$ cat config.mk
export PLATFORM = sky130hd
export DESIGN_NAME = uart_boot_loader
export DESIGN_NICKNAME = d
export VERILOG_FILES = /design/src/rtl/boot_pkg.sv /design/src/rtl/uart_rx_byte.sv /design/src/rtl/uart_boot_loader.sv
export SDC_FILE = /design/constraint.sdc
export NUM_CORES = 1
export LEC_CHECK = 0
export ABC_AREA = 1
export CAP_MARGIN = 15
export CORE_MARGIN = 2
export CORE_UTILIZATION = 50
export CTS_CLUSTER_SIZE = 14
export DETAILED_ROUTE_END_ITERATION = 10
export PLACE_DENSITY = 0.8
export RECOVER_POWER = 50
export SLEW_MARGIN = 20
export SYNTH_ARGS = -nofsm -noshare
export SYNTH_HDL_FRONTEND = slang
export SYNTH_SLANG_ARGS = --single-unit
$ cat constraint.sdc
create_clock -name clk_i -period 2.62 [get_ports clk_i]
set_input_delay 0.262 -clock clk_i [delete_from_list [all_inputs] [get_ports clk_i]]
set_output_delay 0.262 -clock clk_i [all_outputs]
set_load 0.05 [all_outputs]
$ cat src/rtl/boot_pkg.sv
// Shared types and constants for the UART boot loader.
package boot_pkg;

  // Boot FSM states
  typedef enum logic [2:0] {
    IDLE,
    LEN,
    DATA,
    CHECK,
    DONE,
    ERROR
  } boot_state_t;

  // UART receiver states
  typedef enum logic [1:0] {
    RX_IDLE,
    RX_START,
    RX_BITS,
    RX_STOP
  } rx_state_t;

  localparam logic [7:0] DEFAULT_MAGIC = 8'hB0;

  // start + 8 data + stop
  localparam int UART_FRAME_BITS = 10;
  localparam int UART_DATA_BITS  = UART_FRAME_BITS - 2;

endpackage

$ cat src/rtl/uart_rx_byte.sv
// 8N1 UART receiver, LSB first, mid-bit sampling.
//
// Output handshake: rx_valid is a one-cycle pulse with no ready/back-pressure.
// rx_byte and rx_frame_err are valid only in the cycle rx_valid is high.
// The consumer must accept the byte in that cycle.
module uart_rx_byte
  import boot_pkg::*;
#(
  parameter int CLKS_PER_BIT = 217
) (
  input  logic       clk,
  input  logic       rst_n,
  input  logic       rx,
  output logic [7:0] rx_byte,
  output logic       rx_valid,
  output logic       rx_frame_err
);

  localparam int HALF = CLKS_PER_BIT / 2;
  localparam int CW   = $clog2(CLKS_PER_BIT + 1);

  logic [1:0]    sync;
  logic          rx_s;
  logic          rx_prev;
  rx_state_t     state;
  logic [CW-1:0] cnt;
  logic [3:0]    bit_idx;
  logic [7:0]    shift;

  assign rx_s = sync[1];

  // Two-flop synchronizer for the asynchronous serial line (idle high)
  always_ff @(posedge clk or negedge rst_n) begin
    if (!rst_n) sync <= 2'b11;
    else        sync <= {sync[0], rx};
  end

  // Bit timer, start-bit validation, shift register and stop-bit check
  always_ff @(posedge clk or negedge rst_n) begin
    if (!rst_n) begin
      state        <= RX_IDLE;
      rx_prev      <= 1'b1;
      cnt          <= '0;
      bit_idx      <= '0;
      shift        <= '0;
      rx_byte      <= '0;
      rx_valid     <= 1'b0;
      rx_frame_err <= 1'b0;
    end else begin
      rx_valid <= 1'b0;
      rx_prev  <= rx_s;
      case (state)
        RX_IDLE: begin
          if (rx_prev && !rx_s) begin
            state <= RX_START;
            cnt   <= '0;
          end
        end
        RX_START: begin
          // A start bit that is high again at its midpoint was a glitch
          if (cnt == CW'(HALF - 1)) begin
            cnt <= '0;
            if (rx_s) begin
              state <= RX_IDLE;
            end else begin
              state   <= RX_BITS;
              bit_idx <= '0;
            end
          end else begin
            cnt <= cnt + CW'(1);
          end
        end
        RX_BITS: begin
          if (cnt == CW'(CLKS_PER_BIT - 1)) begin
            cnt     <= '0;
            shift   <= {rx_s, shift[7:1]};
            bit_idx <= bit_idx + 4'd1;
            if (bit_idx == 4'(UART_DATA_BITS - 1)) state <= RX_STOP;
          end else begin
            cnt <= cnt + CW'(1);
          end
        end
        RX_STOP: begin
          if (cnt == CW'(CLKS_PER_BIT - 1)) begin
            cnt          <= '0;
            rx_valid     <= 1'b1;
            rx_byte      <= shift;
            rx_frame_err <= ~rx_s;
            state        <= RX_IDLE;
          end else begin
            cnt <= cnt + CW'(1);
          end
        end
        default: state <= RX_IDLE;
      endcase
    end
  end

endmodule

$ cat src/rtl/uart_boot_loader.sv
// Receives a program image over UART, writes it as 32-bit little-endian
// words to memory and releases core reset once the XOR checksum matches.
// Frame: MAGIC, N (4 bytes LE), N*4 data bytes, checksum (XOR of data bytes).
module uart_boot_loader
  import boot_pkg::*;
#(
  parameter int          CLKS_PER_BIT = 217,
  parameter logic [31:0] BASE_ADDR    = 32'h0000_0000,
  parameter int          MAX_WORDS    = 16384,
  parameter logic [7:0]  MAGIC        = DEFAULT_MAGIC
) (
  input  logic        clk_i,
  input  logic        rst_n_i,
  input  logic        uart_rx_i,
  output logic        core_rst_n_o,
  output logic [3:0]  mem_write_enable_o,
  output logic [31:0] mem_data_address_o,
  output logic [31:0] mem_write_data_o,
  output logic        boot_done_o,
  output logic        boot_error_o
);

  localparam int          IW      = $clog2(MAX_WORDS + 1);
  localparam logic [31:0] MAX_W32 = 32'(MAX_WORDS);

  logic [7:0]    rx_byte;
  logic          rx_valid;
  logic          rx_frame_err;

  boot_state_t   state;
  logic [1:0]    byte_cnt;
  logic [IW-1:0] word_idx;
  logic [31:0]   n_words;
  logic [23:0]   asm_word;
  logic [7:0]    csum;

  logic [31:0]   len_next;
  logic [31:0]   idx_next;
  logic [31:0]   word_addr;

  uart_rx_byte #(
    .CLKS_PER_BIT(CLKS_PER_BIT)
  ) u_rx (
    .clk         (clk_i),
    .rst_n       (rst_n_i),
    .rx          (uart_rx_i),
    .rx_byte     (rx_byte),
    .rx_valid    (rx_valid),
    .rx_frame_err(rx_frame_err)
  );

  // Length arrives LSB first, so each byte shifts in from the top
  assign len_next  = {rx_byte, n_words[31:8]};
  assign idx_next  = 32'(word_idx) + 32'd1;
  assign word_addr = BASE_ADDR + (32'(word_idx) << 2);

  // Boot FSM with registered memory-port and status outputs
  always_ff @(posedge clk_i or negedge rst_n_i) begin
    if (!rst_n_i) begin
      state              <= IDLE;
      byte_cnt           <= '0;
      word_idx           <= '0;
      n_words            <= '0;
      asm_word           <= '0;
      csum               <= '0;
      core_rst_n_o       <= 1'b0;
      mem_write_enable_o <= 4'h0;
      mem_data_address_o <= BASE_ADDR;
      mem_write_data_o   <= '0;
      boot_done_o        <= 1'b0;
      boot_error_o       <= 1'b0;
    end else begin
      mem_write_enable_o <= 4'h0;
      if (rx_valid) begin
        if (rx_frame_err) begin
          // Corrupt bytes abort an active frame; otherwise they are dropped
          if (state == LEN || state == DATA || state == CHECK) begin
            state        <= ERROR;
            boot_error_o <= 1'b1;
          end
        end else begin
          case (state)
            IDLE, ERROR: begin
              if (rx_byte == MAGIC) begin
                state        <= LEN;
                byte_cnt     <= '0;
                word_idx     <= '0;
                csum         <= '0;
                boot_error_o <= 1'b0;
              end
            end
            LEN: begin
              n_words  <= len_next;
              byte_cnt <= byte_cnt + 2'd1;
              if (byte_cnt == 2'd3) begin
                if (len_next > MAX_W32) begin
                  state        <= ERROR;
                  boot_error_o <= 1'b1;
                end else if (len_next == 32'd0) begin
                  state <= CHECK;
                end else begin
                  state <= DATA;
                end
              end
            end
            DATA: begin
              csum     <= csum ^ rx_byte;
              byte_cnt <= byte_cnt + 2'd1;
              if (byte_cnt == 2'd3) begin
                mem_write_enable_o <= 4'hF;
                mem_write_data_o   <= {rx_byte, asm_word};
                mem_data_address_o <= word_addr;
                word_idx           <= word_idx + IW'(1);
                if (idx_next == n_words) state <= CHECK;
              end else begin
                asm_word[{byte_cnt, 3'b000} +: 8] <= rx_byte;
              end
            end
            CHECK: begin
              if (rx_byte == csum) begin
                state        <= DONE;
                core_rst_n_o <= 1'b1;
                boot_done_o  <= 1'b1;
              end else begin
                state        <= ERROR;
                boot_error_o <= 1'b1;
              end
            end
            DONE: begin
              // Sticky until reset; further traffic is ignored
            end
            default: state <= IDLE;
          endcase
        end
      end
    end
  end

endmodule

==> flow_metrics.env <==
export IMPL_run_status="finished with violations"
export IMPL_violations_in_the_final_reports="max-capacitance violations, max-slew violations"
export IMPL_cts_root_buffer="clkbuf_16"
export IMPL_final_period_util_pct=83.72
export IMPL_initial_core_util_pct=51.20
export IMPL_tightest_slew_ns=1.617
export IMPL_grt_first_pass_wirelength_um=26900
export IMPL_synthesis_area_mm2=0.007812
export IMPL_synth_lib_cells_used_distinct=41
export IMPL_timing_critical_path_from_type="flop"
export IMPL_worst_hold_path_endpoint="u_rx.sync[1]"
export IMPL_drt_vias_per_instance=5.157
export IMPL_port_buffer_count=56
export IMPL_ys_warn_count=0
export IMPL_netSwitchingPower_mw=1.360
export IMPL_ys_seq_elements=169
export IMPL_die_w_um=129
export IMPL_crit_arrival_ns=2.52
export IMPL_grt_most_used_layer="met2"
export IMPL_placement_setup_worst_slack_ns=0.4630
export IMPL_hp_start="u_rx.sync[0]"
export IMPL_drt_first_pass_iters=5
export IMPL_final_routed_drc_violation_total=0
export IMPL_yosysSeqAreaShare_pct=54.18
export IMPL_required_time_reported_for_the_critical_path_endpoint_ns=2.94
export IMPL_place_detailed_instances=1132
export IMPL_min_period_ns=2.193
export IMPL_intPower_mw=4.405
export IMPL_fp_dieH_um=129
export IMPL_initial_antenna_violation_count=0
export IMPL_antenna_diode_count=0
export IMPL_clkLatencyLatePin_ns=0.43
export IMPL_first_global_vias=5562
export IMPL_grt_use_total_pct=20.53
export IMPL_leakage_nw=4.181
export IMPL_holdCritPathClass="flop to flop"
export IMPL_cts_inserted_buffers=17
export IMPL_finalWorstSetupSlack_ns=0.4267
export IMPL_most_common_layout_cells="nand2_1, dfrtp_1, o21ai_0"
export IMPL_clock_tree_buffer_depth=2
export IMPL_grt_max_degree=66
export IMPL_drt_iter0_drc=544
export IMPL_critical_path_class="flop to flop"
export IMPL_area_growth_synth_to_final_pct=16.75
export IMPL_worstPathMaxFanout=5
export IMPL_gr_usage_met2_pct=32.87
export IMPL_power_combinational_fraction_pct=6.0
export IMPL_tritoncts_clock_tree="built"
export IMPL_detail_route_wl_per_cell_um=13.62
export IMPL_area_of_the_multi_input_gates_mm2=0.002917
export IMPL_unrepaired_setup_endpoints_after_global_routing="no"
export IMPL_cts_setup_buffers=0
export IMPL_fin_cells=1165
export IMPL_endpoint_kind="flop"
export IMPL_worst_slew_margin_rel_pct=-7.823
export IMPL_clk_pin_slew_ns=0.06
export IMPL_fp_coreArea_mm2=0.01526
export IMPL_placementRows=45
export IMPL_nNetsFinal=953
export IMPL_tns_ns=0
export IMPL_gpl_congestion=0.8801
export IMPL_cts_resized_gates=0
export IMPL_cap_viol_max_count=1
export IMPL_io_pins=74
export IMPL_floorplan_die_area_mm2=0.01664
export IMPL_grt_met3_usage_pct=4.283
export IMPL_slew_violations=65
export IMPL_regArea_mm2=0.004233
export IMPL_fraction_of_layout_cells_with_a_size_suffix_above_1_pct=7.442
export IMPL_number_of_standard_cells_after_synthesis=891
export IMPL_place_detailed_hpwl_um=10980
export IMPL_power_ir_vdd_worst_uv=445.7
export IMPL_grt_met1_usage_pct=27.68
export IMPL_seq_power_share_pct=48.2
export IMPL_timing_fmax_ghz=0.4559
export IMPL_cts_sinks=169
export IMPL_finalSetupViolCount=0
export IMPL_timing_rr_start="word_idx[0]"
export IMPL_worst_r2r_path_depth=16
export IMPL_postLayoutCoreUtil_pct=59.78
export IMPL_power_density_mw_per_mm2=632.0
export IMPL_mostFrequentLayoutCell="nand2_1"
export IMPL_ctsHtreeMaxLevel=4
export IMPL_layout_filler_cells=1276
export IMPL_vias=6008
export IMPL_routed_wl_um=15870
export IMPL_post_layout_total_power_mw=5.765
export IMPL_switching_share_pct=23.60
export IMPL_synth_avg_cell_area_um2=8.768
export IMPL_finClkSkew_ns=0.007335
export IMPL_hold_violations=0
export IMPL_grt_overflow=0
export IMPL_regToRegSetupSlack_ns=0.43
export IMPL_count_of_nets_left_with_antenna_violations_after_detail_routing=0
export IMPL_power_clock_fraction_pct=45.8
export IMPL_r2r_end="state[0]"
export IMPL_min_delay_path_depth=0
-- state kept, by name, indices dropped and copies added (netlist names), 2 cells and up, named ones only --
name                count
byte_cnt                2
u_rx.cnt                8
word_idx               15
asm_word               24
mem_data_address_o     15
n_words                32
u_rx.bit_idx            4
u_rx.sync               2
state                   3
u_rx.rx_byte            8
u_rx.shift              8
mem_write_data_o       32
csum                    8
-- cells in the mapped netlist, drive strengths merged --
cell	count	area, um2
mux2	7	78.83
a311oi	1	8.760
o21ai	135	675.6
ha	9	112.6
xnor3	1	22.52
conb	1	3.750
a211oi	2	15.01
nand2	196	753.2
nor4	4	25.02
nand4	30	187.7
or3b	1	8.760
dfstp	3	78.83
inv	113	424.2
nand3	50	250.2
a21oi	5	25.02
buf	37	237.7
and3	3	18.77
o21a	1	7.510
xor2	13	113.9
a221oi	1	8.760
xnor2	6	52.55
o22ai	13	81.33
a22o	2	17.52
nor3b	1	7.510
clkbuf	14	52.55
dfrtp	166	4154
and2	1	6.260
nor3	10	66.32
a2111oi	1	8.760
nor2	61	290.3
clkinv	1	3.750
o21bai	2	15.01
-- critical path: stages (launching register included) --
cell,delay [ns]
dfrtp_1,0.43
ha_1,0.23
nand3_1,0.15
nor2_1,0.26
nand4_1,0.18
nand3_1,0.13
nand2_1,0.05
nor2_1,0.08
nand2_1,0.06
nor2_1,0.08
nand2_1,0.06
nand2_1,0.05
nand2_1,0.05
nand2_2,0.10
nand2_2,0.07
nand2_1,0.06
nand2_1,0.05
-- worst max path at each step --
stage | slack, ns | depth (start not counted) | endpoint | startpoint
floorplan | 0.76 | 17 | state[2] | word_idx[0]
global placement | 0.62 | 16 | state[0] | word_idx[0]
detailed placement | 0.46 | 16 | state[1] | word_idx[0]
CTS | 0.48 | 16 | state[1] | word_idx[0]
global route | 0.16 | 16 | state[2] | word_idx[0]
finish | 0.43 | 16 | state[0] | word_idx[0]
-- cell type report --
class                      count  area share (%)
sequential                   169           46.41
multi-input combinational    573           31.98
clock inverter                15           2.195
clock buffer                  17           4.664
inverter                     114           4.691
timing repair buffer          66           7.174
tap                          211           2.894
-- layer usage --
metal	vias up	share of wire [%]
met2	185	47
met4	0	2.0
li1	2979	-
met5	-	0
met1	2818	46
met3	26	5.1
-- power groups by stage --
stage | clock network, mW | registers (mW) | logic (mW)
2_1_floorplan | 0 | 2.81 | 0.269
3_3_place_gp | 0 | 2.82 | 0.336
6_report | 2.64 | 2.78 | 0.345
5_1_grt | 2.79 | 2.79 | 0.393
4_1_cts | 2.67 | 2.78 | 0.351
3_5_place_dp | 0 | 2.83 | 0.351
-- cell families after synthesis --
kind of cell	count (synthesis)	share of synthesized area [%]
muxes	7	1.009
other	1	0.04800
DFF	169	54.18
xor gates and xnor gates	20	2.418
AOI/OAI and AO/OA	163	11.05
and+or+nand+nor	357	20.66
buffers and inverters	165	9.193
adders and majority gates	9	1.441
-- repair_timing --
item,in CTS,in global routing
hold buffers,1,0
setup endpoints to repair,0,0
endpoints found under the hold margin,59,0
-- through the flow --
stage               hold slack, ns  area (um2)
floorplan                 -0.03359        7873
global placement            0.2978        8506
detailed placement          0.2968        8506
CTS                         0.2369        9141
global route                0.3694        9121
finish                      0.3628        9121
No activity file was read; power rests on OpenSTA's default activity.
